**src/rtl/mem_port_arbiter_pkg.sv**
```systemverilog
// Shared types and constants for the IF/LS memory port arbiter.
package mem_port_arbiter_pkg;

    localparam int ADDR_W_DEF = 8;
    localparam int DATA_W_DEF = 8;

    localparam logic OWNER_IF = 1'b0;
    localparam logic OWNER_LS = 1'b1;

    typedef struct packed {
        logic valid;
        logic owner;
    } tag_t;

    localparam tag_t TAG_NONE = '{valid: 1'b0, owner: 1'b0};

    // Drop a tag's valid bit when a fetch redirect kills in-flight IF reads
    function automatic tag_t kill_if_tag(input tag_t t, input logic kill);
        tag_t r;
        r = t;
        if (kill && (t.owner == OWNER_IF)) begin
            r.valid = 1'b0;
        end else begin
            r.valid = t.valid;
        end
        return r;
    endfunction

endpackage

```
**src/rtl/arb_tag_pipe.sv**
```systemverilog
// MEM_LAT-deep {valid, owner} shift register that tracks outstanding reads;
// a kill strips IF ownership from every in-flight stage, including the output.
module arb_tag_pipe
    import mem_port_arbiter_pkg::*;
#(
    parameter int DEPTH = 2
) (
    input  logic i_clk,
    input  logic i_rst,
    input  logic i_kill_if,
    input  tag_t i_push,
    output tag_t o_tag
);

    tag_t r_tags [DEPTH];

    // Advance every stage each cycle; the freshly pushed tag is never killed
    always_ff @(posedge i_clk) begin
        if (i_rst) begin
            for (int i = 0; i < DEPTH; i++) begin
                r_tags[i] <= TAG_NONE;
            end
        end else begin
            r_tags[0] <= i_push;
            for (int i = 1; i < DEPTH; i++) begin
                r_tags[i] <= kill_if_tag(r_tags[i-1], i_kill_if);
            end
        end
    end

    assign o_tag = kill_if_tag(r_tags[DEPTH-1], i_kill_if);

endmodule

```
**src/rtl/mem_port_arbiter_chk.sv**
```systemverilog
// Simulation-only protocol checks for the arbiter's requester interfaces.
module mem_port_arbiter_chk #(
    parameter int ADDR_W = 8,
    parameter int DATA_W = 8
) (
    input logic              i_clk,
    input logic              i_rst,
    input logic              i_if_req,
    input logic [ADDR_W-1:0] i_if_addr,
    input logic              i_if_gnt,
    input logic              i_ls_req,
    input logic              i_ls_we,
    input logic [ADDR_W-1:0] i_ls_addr,
    input logic [DATA_W-1:0] i_ls_wdata,
    input logic              i_ls_gnt
);

    a_if_hold: assert property (@(posedge i_clk) disable iff (i_rst)
        (!i_rst && i_if_req && !i_if_gnt) |=> (i_if_req && $stable(i_if_addr)));

    a_ls_hold: assert property (@(posedge i_clk) disable iff (i_rst)
        (!i_rst && i_ls_req && !i_ls_gnt) |=>
            (i_ls_req && $stable(i_ls_addr) && $stable(i_ls_we) && $stable(i_ls_wdata)));

    a_one_gnt: assert property (@(posedge i_clk) !(i_if_gnt && i_ls_gnt));

endmodule

```
**src/rtl/mem_port_arbiter.sv**
```systemverilog
// Single-port RAM arbiter between fetch (IF) and load/store (LS) with IF starvation guard.
// Optional performance counters are enabled by defining ARB_PERF_CNT_EN.
module mem_port_arbiter
    import mem_port_arbiter_pkg::*;
#(
    parameter int ADDR_W       = ADDR_W_DEF,
    parameter int DATA_W       = DATA_W_DEF,
    parameter int MEM_LAT      = 2,
    parameter int STARVE_LIMIT = 3
) (
    input  logic              clk,
    input  logic              rst,
    input  logic              if_req,
    input  logic [ADDR_W-1:0] if_addr,
    input  logic              if_flush,
    output logic              if_gnt,
    output logic              if_rvalid,
    output logic [DATA_W-1:0] if_rdata,
    input  logic              ls_req,
    input  logic              ls_we,
    input  logic [ADDR_W-1:0] ls_addr,
    input  logic [DATA_W-1:0] ls_wdata,
    output logic              ls_gnt,
    output logic              ls_rvalid,
    output logic [DATA_W-1:0] ls_rdata,
    output logic              mem_en,
    output logic              mem_we,
    output logic [ADDR_W-1:0] mem_addr,
    output logic [DATA_W-1:0] mem_wdata,
`ifdef ARB_PERF_CNT_EN
    output logic [15:0]       perf_if_stall,
    output logic [15:0]       perf_ls_ops,
`endif
    input  logic [DATA_W-1:0] mem_rdata
);

    localparam int SC_W = $clog2(STARVE_LIMIT + 1);
    localparam logic [SC_W-1:0] STARVE_MAX = SC_W'(STARVE_LIMIT);

    logic [SC_W-1:0]   r_starve_cnt;
    logic [DATA_W-1:0] r_if_rdata;
    logic [DATA_W-1:0] r_ls_rdata;
    logic              w_if_win;
    logic              w_ls_win;
    logic              w_if_hit;
    logic              w_ls_hit;
    tag_t              w_push_tag;
    tag_t              w_out_tag;

    // LS has priority unless IF has already lost STARVE_LIMIT times in a row
    always_comb begin
        w_if_win = 1'b0;
        w_ls_win = 1'b0;
        if (rst) begin
            w_if_win = 1'b0;
            w_ls_win = 1'b0;
        end else if (if_req && ls_req) begin
            if (r_starve_cnt == STARVE_MAX) begin
                w_if_win = 1'b1;
            end else begin
                w_ls_win = 1'b1;
            end
        end else begin
            w_if_win = if_req;
            w_ls_win = ls_req;
        end
    end

    assign if_gnt = w_if_win;
    assign ls_gnt = w_ls_win;

    // Drive the RAM command from the winner; an idle port parks at zero
    always_comb begin
        mem_en    = w_if_win | w_ls_win;
        mem_we    = w_ls_win & ls_we;
        mem_addr  = {ADDR_W{1'b0}};
        mem_wdata = {DATA_W{1'b0}};
        if (w_ls_win) begin
            mem_addr  = ls_addr;
            mem_wdata = ls_wdata;
        end else if (w_if_win) begin
            mem_addr  = if_addr;
        end else begin
            mem_addr  = {ADDR_W{1'b0}};
            mem_wdata = {DATA_W{1'b0}};
        end
    end

    // Count consecutive LS wins over a waiting fetch, saturating at the limit
    always_ff @(posedge clk) begin
        if (rst) begin
            r_starve_cnt <= {SC_W{1'b0}};
        end else if (w_ls_win && if_req) begin
            if (r_starve_cnt != STARVE_MAX) begin
                r_starve_cnt <= r_starve_cnt + SC_W'(1);
            end else begin
                r_starve_cnt <= r_starve_cnt;
            end
        end else begin
            r_starve_cnt <= {SC_W{1'b0}};
        end
    end

    always_comb begin
        w_push_tag.valid = w_if_win | (w_ls_win & ~ls_we);
        w_push_tag.owner = w_ls_win ? OWNER_LS : OWNER_IF;
    end

    arb_tag_pipe #(
        .DEPTH (MEM_LAT)
    ) u_tag_pipe (
        .i_clk     (clk),
        .i_rst     (rst),
        .i_kill_if (if_flush),
        .i_push    (w_push_tag),
        .o_tag     (w_out_tag)
    );

    assign w_if_hit = ~rst & w_out_tag.valid & (w_out_tag.owner == OWNER_IF);
    assign w_ls_hit = ~rst & w_out_tag.valid & (w_out_tag.owner == OWNER_LS);

    // Remember the last returned word per requester so the idle side holds its data
    always_ff @(posedge clk) begin
        if (rst) begin
            r_if_rdata <= {DATA_W{1'b0}};
            r_ls_rdata <= {DATA_W{1'b0}};
        end else begin
            r_if_rdata <= w_if_hit ? mem_rdata : r_if_rdata;
            r_ls_rdata <= w_ls_hit ? mem_rdata : r_ls_rdata;
        end
    end

    // Read data flows through in the tag's cycle; reset forces the return side to zero
    always_comb begin
        if_rvalid = w_if_hit;
        ls_rvalid = w_ls_hit;
        if_rdata  = r_if_rdata;
        ls_rdata  = r_ls_rdata;
        if (rst) begin
            if_rdata = {DATA_W{1'b0}};
            ls_rdata = {DATA_W{1'b0}};
        end else begin
            if_rdata = w_if_hit ? mem_rdata : r_if_rdata;
            ls_rdata = w_ls_hit ? mem_rdata : r_ls_rdata;
        end
    end

`ifdef ARB_PERF_CNT_EN
    logic [15:0] r_perf_if_stall;
    logic [15:0] r_perf_ls_ops;

    // Saturating counters for fetch stall cycles and LS grants
    always_ff @(posedge clk) begin
        if (rst) begin
            r_perf_if_stall <= 16'h0000;
            r_perf_ls_ops   <= 16'h0000;
        end else begin
            if (if_req && !w_if_win && (r_perf_if_stall != 16'hFFFF)) begin
                r_perf_if_stall <= r_perf_if_stall + 16'd1;
            end else begin
                r_perf_if_stall <= r_perf_if_stall;
            end
            if (w_ls_win && (r_perf_ls_ops != 16'hFFFF)) begin
                r_perf_ls_ops <= r_perf_ls_ops + 16'd1;
            end else begin
                r_perf_ls_ops <= r_perf_ls_ops;
            end
        end
    end

    assign perf_if_stall = r_perf_if_stall;
    assign perf_ls_ops   = r_perf_ls_ops;
`endif

    mem_port_arbiter_chk #(
        .ADDR_W (ADDR_W),
        .DATA_W (DATA_W)
    ) u_chk (
        .i_clk      (clk),
        .i_rst      (rst),
        .i_if_req   (if_req),
        .i_if_addr  (if_addr),
        .i_if_gnt   (if_gnt),
        .i_ls_req   (ls_req),
        .i_ls_we    (ls_we),
        .i_ls_addr  (ls_addr),
        .i_ls_wdata (ls_wdata),
        .i_ls_gnt   (ls_gnt)
    );

endmodule

```
**config.mk**
```make
export PLATFORM = sky130hd
export DESIGN_NAME = mem_port_arbiter
export DESIGN_NICKNAME = d
export VERILOG_FILES = /design/src/rtl/mem_port_arbiter_pkg.sv /design/src/rtl/arb_tag_pipe.sv /design/src/rtl/mem_port_arbiter_chk.sv /design/src/rtl/mem_port_arbiter.sv
export SDC_FILE = /design/constraint.sdc
export NUM_CORES = 1
export LEC_CHECK = 0
export CORE_UTILIZATION = 33
export DETAILED_ROUTE_END_ITERATION = 8
export PLACE_DENSITY = 0.87
export SETUP_SLACK_MARGIN = 0.5
export SLEW_MARGIN = 10
export SYNTH_ARGS = -nofsm -noshare
export SYNTH_HDL_FRONTEND = slang
export SYNTH_SLANG_ARGS = --single-unit
```
**constraint.sdc**
```tcl
create_clock -name clk -period 2.6 [get_ports clk]
set_input_delay 0.78 -clock clk [delete_from_list [all_inputs] [get_ports clk]]
set_output_delay 0.78 -clock clk [all_outputs]
set_load 0.01 [all_outputs]
```
After elaboration in Yosys (flattened, before gate mapping). Memories as Yosys holds them, arrays and structs flattened. Index checks and enable logic that the tools add are counted.

Flip-flop bits (word level): 18. Latch bits: 0. Memory bits (writable): 4. Bits in read-only memories: 0. Input bits: 38. Output and inout bits: 38. Memories: 1.

$add $sub $neg: 1. Multipliers: 0. Divide/modulo/power cells: 0. Order comparisons: 0. Equal/unequal tests: 2. Shift operators: 0. Multiplexer cells: 22. Bitwise operators: 14. Reduce and logical (&&, ||, !) cells: 5.

Memory list: u_tag_pipe.r_tags (depth 2, width 2, rd ports 2, clocked after Yosys merged registers in 0, wr ports 2, line arb_tag_pipe.sv:15) `tag_t r_tags [DEPTH];`.

Operator list (number): $mux W8 (7); $mux W1 (13); $and A1 B1 Y1 (5); $not A1 Y1 (5); $logic_and A1 B1 Y1 (4); $mux W2 (2); $or A1 B1 Y1 (4); $add A2 B1 Y2 const B (1); $eq A2 B2 Y1 const B (1); $ne A2 B2 Y1 const B (1); $reduce_or A2 Y1 (1).

Depth between registers and ports, before layout.
Word-level depth: 7. Depth in mapped cells: 4. Gate-level depth less buffers: 3.

By module. A second synthesis with hierarchy kept.

Cells, all modules: 122. Area total of the unflattened synthesis: 1425.1 um^2.

Modules (own cells, without submodules): mem_port_arbiter (instances 1, cells an instance 110, area each 1281.2 um^2, seq. area each 360.3 um^2); arb_tag_pipe (instances 1, cells an instance 12, area each 143.9 um^2, seq. area each 80.1 um^2).

Least setup slack after synthesis. OpenSTA, ideal clock, no wires.

Path type: input to output. Start point: in rst. End point: out if_rdata[0]. Arrival: 1.784 ns. Required time: 1.820 ns. Path slack: 0.036 ns. Stages: 3. Path buffers: 1. Cells stage by stage: or4b_1 -> buf_6 -> mux2_4.

Longest elaborated chain between the ends: 5.

RTL lines: start, declared (line mem_port_arbiter.sv:12) `input logic rst,`; $not A1 Y1 (line mem_port_arbiter.sv:119) `assign w_if_hit = ~rst & w_out_tag.valid & (w_out_tag.owner == OWNER_IF);`; $and A1 B1 Y1 (2 in a row) (line mem_port_arbiter.sv:119); $mux W8 (line mem_port_arbiter.sv:143) `if_rdata = w_if_hit ? mem_rdata : r_if_rdata;`; $mux W8 * (line mem_port_arbiter.sv:139) `if (rst) begin`; end, declared (line mem_port_arbiter.sv:18) `output logic [DATA_W-1:0] if_rdata,`.

Every way passes the cells marked *; elsewhere a longest branch is shown, timed or not.

Worst setup path in the final report.
Start point: in if_flush. End point: out if_rdata[7].

Longest elaborated chain between the ends: 6.

RTL lines: start, declared (line mem_port_arbiter.sv:15) `input logic if_flush,`; $logic_and A1 B1 Y1 (line mem_port_arbiter_pkg.sv:21) `if (kill && (t.owner == OWNER_IF)) begin`; $mux W1 (line mem_port_arbiter_pkg.sv:21); $and A1 B1 Y1 (2 in a row) (line mem_port_arbiter.sv:119); $mux W8 (line mem_port_arbiter.sv:143); $mux W8 (line mem_port_arbiter.sv:139).

Every way passes these cells.

==> Implementation_results.wiki <==
{| class="wikitable"
! Metric !! Value
|-
| Share of cells above drive strength 1 || 57.0%
|-
| Max-slew violation count || 0
|-
| Floorplan die area || 3850 um2
|-
| Multi-input gate area in the final layout || 1020 um2
|-
| Setup slack of the critical path after layout || -0.251 ns
|-
| Post-synth net total || 159
|-
| Number of storage elements in the synthesis netlist || 22
|-
| Setup Crit Path Kind || input pin to output pin
|-
| Number of cell rows || 21
|-
| Failing checks || negative setup slack
|-
| Area contributors post-synth || dfxtp_1, mux2_4, nor2b_1, mux2_2, o32ai_1
|-
| Starting DRC count in detailed routing || 25
|-
| Deepest level of the CTS H-tree || 1
|-
| Synth warn || 0
|-
| Antenna cells || 0
|-
| Number of global-route vias before repair || 1,328
|-
| Sequential cell area in the final layout || 440 um2
|-
| Synthesized area divided by synthesized cell count || 10.0 um2
|-
| Final worst path period need || 2.85 ns
|-
| Leakage dissipation || 0.00123 uW
|-
| RSZ-0062 raised after global routing || true
|-
| Leading register cell type out of synthesis || dfxtp_1
|-
| Post-Route Skew || 0.00737 ns
|-
| Relative slew slack || 81.4%
|-
| Ys async rst share || 0%
|-
| First-pass GRT wire length || 6010 um
|-
| Max capacitance violation total || 0
|-
| Sequential element share of the synthesized area || 37.0%
|-
| # hold bufs at CTS || 0
|-
| Fill cells || 186
|-
| Routed wire length per instance || 15.9 um
|-
| Data required, critical path || 1.82 ns
|-
| Clock tree from TritonCTS || done
|-
| Startpoint kind of the worst setup timing path || input pin
|-
| Outcome || complete, but fails checks
|-
| RD Place Congestion || 0.658
|-
| Final HPWL from detailed placement || 2680 um
|-
| Number of unique standard cell types used by synthesis || 22
|-
| Num CTS Buffers || 3
|-
| Total routed wirelength || 4270 um
|-
| Die extent in y || 62.1 um
|-
| Number of nets at the end of the flow || 265
|-
| Maximum number of pins on one net before global-route repair || 15
|-
| All-layer global routing usage || 20.8%
|-
| Transition time at the pin with the least slew margin || 0.275 ns
|-
| # placed instances || 243
|-
| Final Hold Vio Count || 0
|-
| Final design utilization || 79.9%
|-
| CTS Buffer Depth || 2
|-
| Clock root buffer master || clkbuf_4
|-
| Kind of capture point of the worst setup path || output pin
|-
| Top cell type by total area after synthesis || dfxtp_1
|-
| Number of optimization iterations in the first detailed-route pass || 4
|-
| Ratio of total power to cell area || 269 nW/um2
|-
| Synthesis-to-finish area growth || 127%
|-
| Maximum fanout encountered on the critical timing path || 5
|-
| Antenna Violating Nets Remaining || 0
|-
| Clock transition at path regs || 0.12 ns
|-
| Final worst-path cycle share || 110%
|-
| Area of the placeable core || 3390 um2
|-
| Buffers added on ports || 75
|-
| Cell Count, Final, Fillers Out || 269
|-
| Maximum achievable frequency || 0.351 GHz
|-
| Mapped cell area || 1190 um2
|-
| Final setup vio count || 13
|-
| Post-synth EDFFs || 0
|-
| Worst hold path class || flip-flop to flip-flop
|-
| DR vias || 1,288
|-
| Worst IR drop on VDD || 314 uV
|-
| List of most frequent post-synthesis cells || dfxtp_1, nor2b_1, inv_1, nor3b_1, o32ai_1
|-
| Number of instances in the synthesized netlist || 119
|-
| Share of the synthesized area in the top cell type || 37.0%
|-
| Effective utilization at floorplan || 35.1%
|-
| Ports || 76
|-
| Dominant cell by count in the synthesized netlist || dfxtp_1
|-
| Final Total Pwr || 728 uW
|-
| Sink Count || 22
|-
| DR vias/cell || 4.79
|-
| Endpoint arrival time on the critical path || 2.07 ns
|-
| Source-to-sink clock delay at the later pin of the worst-skew pair || 0.30 ns
|-
| Number of design rule violations left after detail routing || 0
|-
| Grt total ovfl || 0
|-
| Antenna violations before repair || 0
|-
| Horizontal die dimension || 62.1 um
|}
## registers in the layout, indices dropped and copies added, names as in the netlist
name / cells
u_tag_pipe.r_tags: 4
r_ls_rdata: 8
r_if_rdata: 8
r_starve_cnt: 2
## critical path, stage by stage
cell and delay (ns):
buf_6 0.10, or4b_4 0.61, buf_6 0.16, mux2_4 0.30, buf_6 0.12
## cells by family (layout without fill, tap and decap cells)
family	after synthesis	count (layout)	share of synthesized area (%)
AOI/OAI and AO/OA	11	11	7.77
muxes	17	17	18.5
DFF	22	22	37.0
buffers and inverters	19	122	6.83
xor gates and xnor gates	1	1	0.735
and+or+nand+nor	47	48	27.1
adders and majority gates	2	2	2.10
## timing repair
action                     4_1_cts  5_1_grt
pin swaps                       18        3
setup endpoints to repair       38       38
gates resized for setup        215       18
gates cloned                     4        0
setup buffers                   16        3
## power breakdown
group	internal [uW]	total, uW	switching [uW]	leakage, uW
Combinational	146	232	86.6	0.00104
Sequential	343	347	3.51	0.000178
Clock	53.9	149	95.2	0.0000138
Total	543	728	185	0.00123
## path summary, 6_finish.rpt
| path | from | cells past startpoint | slack, ns | end |
|---|---|---|---|---|
| max | if_flush | 5 | -0.25 | if_rdata[7] |
| min | u_tag_pipe.r_tags[0][1] | 1 | 0.48 | u_tag_pipe.r_tags[0][3] |
| max reg2reg | u_tag_pipe.r_tags[0][2] | 3 | 1.07 | r_if_rdata[7] |
| min reg2reg | u_tag_pipe.r_tags[0][1] | 1 | 0.48 | u_tag_pipe.r_tags[0][3] |
## cell type report
cell class	count	area share (%)
Sequential cell	22	16.3
Inverter	10	1.39
Clock buffer	3	0.831
Tap cell	46	2.12
Timing Repair Buffer	109	41.9
Multi-Input combinational cell	79	37.5
## cells in the final DEF, fill, tap and decap left out, types with 3 or more instances in the layout
cell type and instances:
nor2b_1 19, inv_2 4, buf_4 10, buf_6 38
buf_2 18, inv_1 6, dfxtp_1 22, mux2_4 12
clkdlybuf4s50_1 32, nand3b_1 8, clkbuf_4 3, o32ai_4 8
nor3b_4 8, mux2_2 4, buf_12 6
## per-stage QoR
stage	cell area [um2]	hold WS [ns]	worst slack (ns)	setup TNS, ns
3_3_place_gp	2380	0.450	-0.868	-30.18
3_5_place_dp	2380	0.465	-0.901	-30.79
6_report	2710	0.485	-0.251	-1.89
5_1_grt	2710	0.495	-0.274	-2.19
2_1_floorplan	1600	0.439	0.0517	0
4_1_cts	2630	0.482	-0.248	-1.71
## metal layers
layer	vias up	global-route usage (%)	routed length [um]	share of wire, %
met5	-	0	0	0
met4	0	4.13	15	0.35
met3	2	2.90	312	7.3
met2	57	40.0	2300	54
met1	602	24.2	1630	38
li1	627	-	-	-
Power figures use the tool's default switching activity.
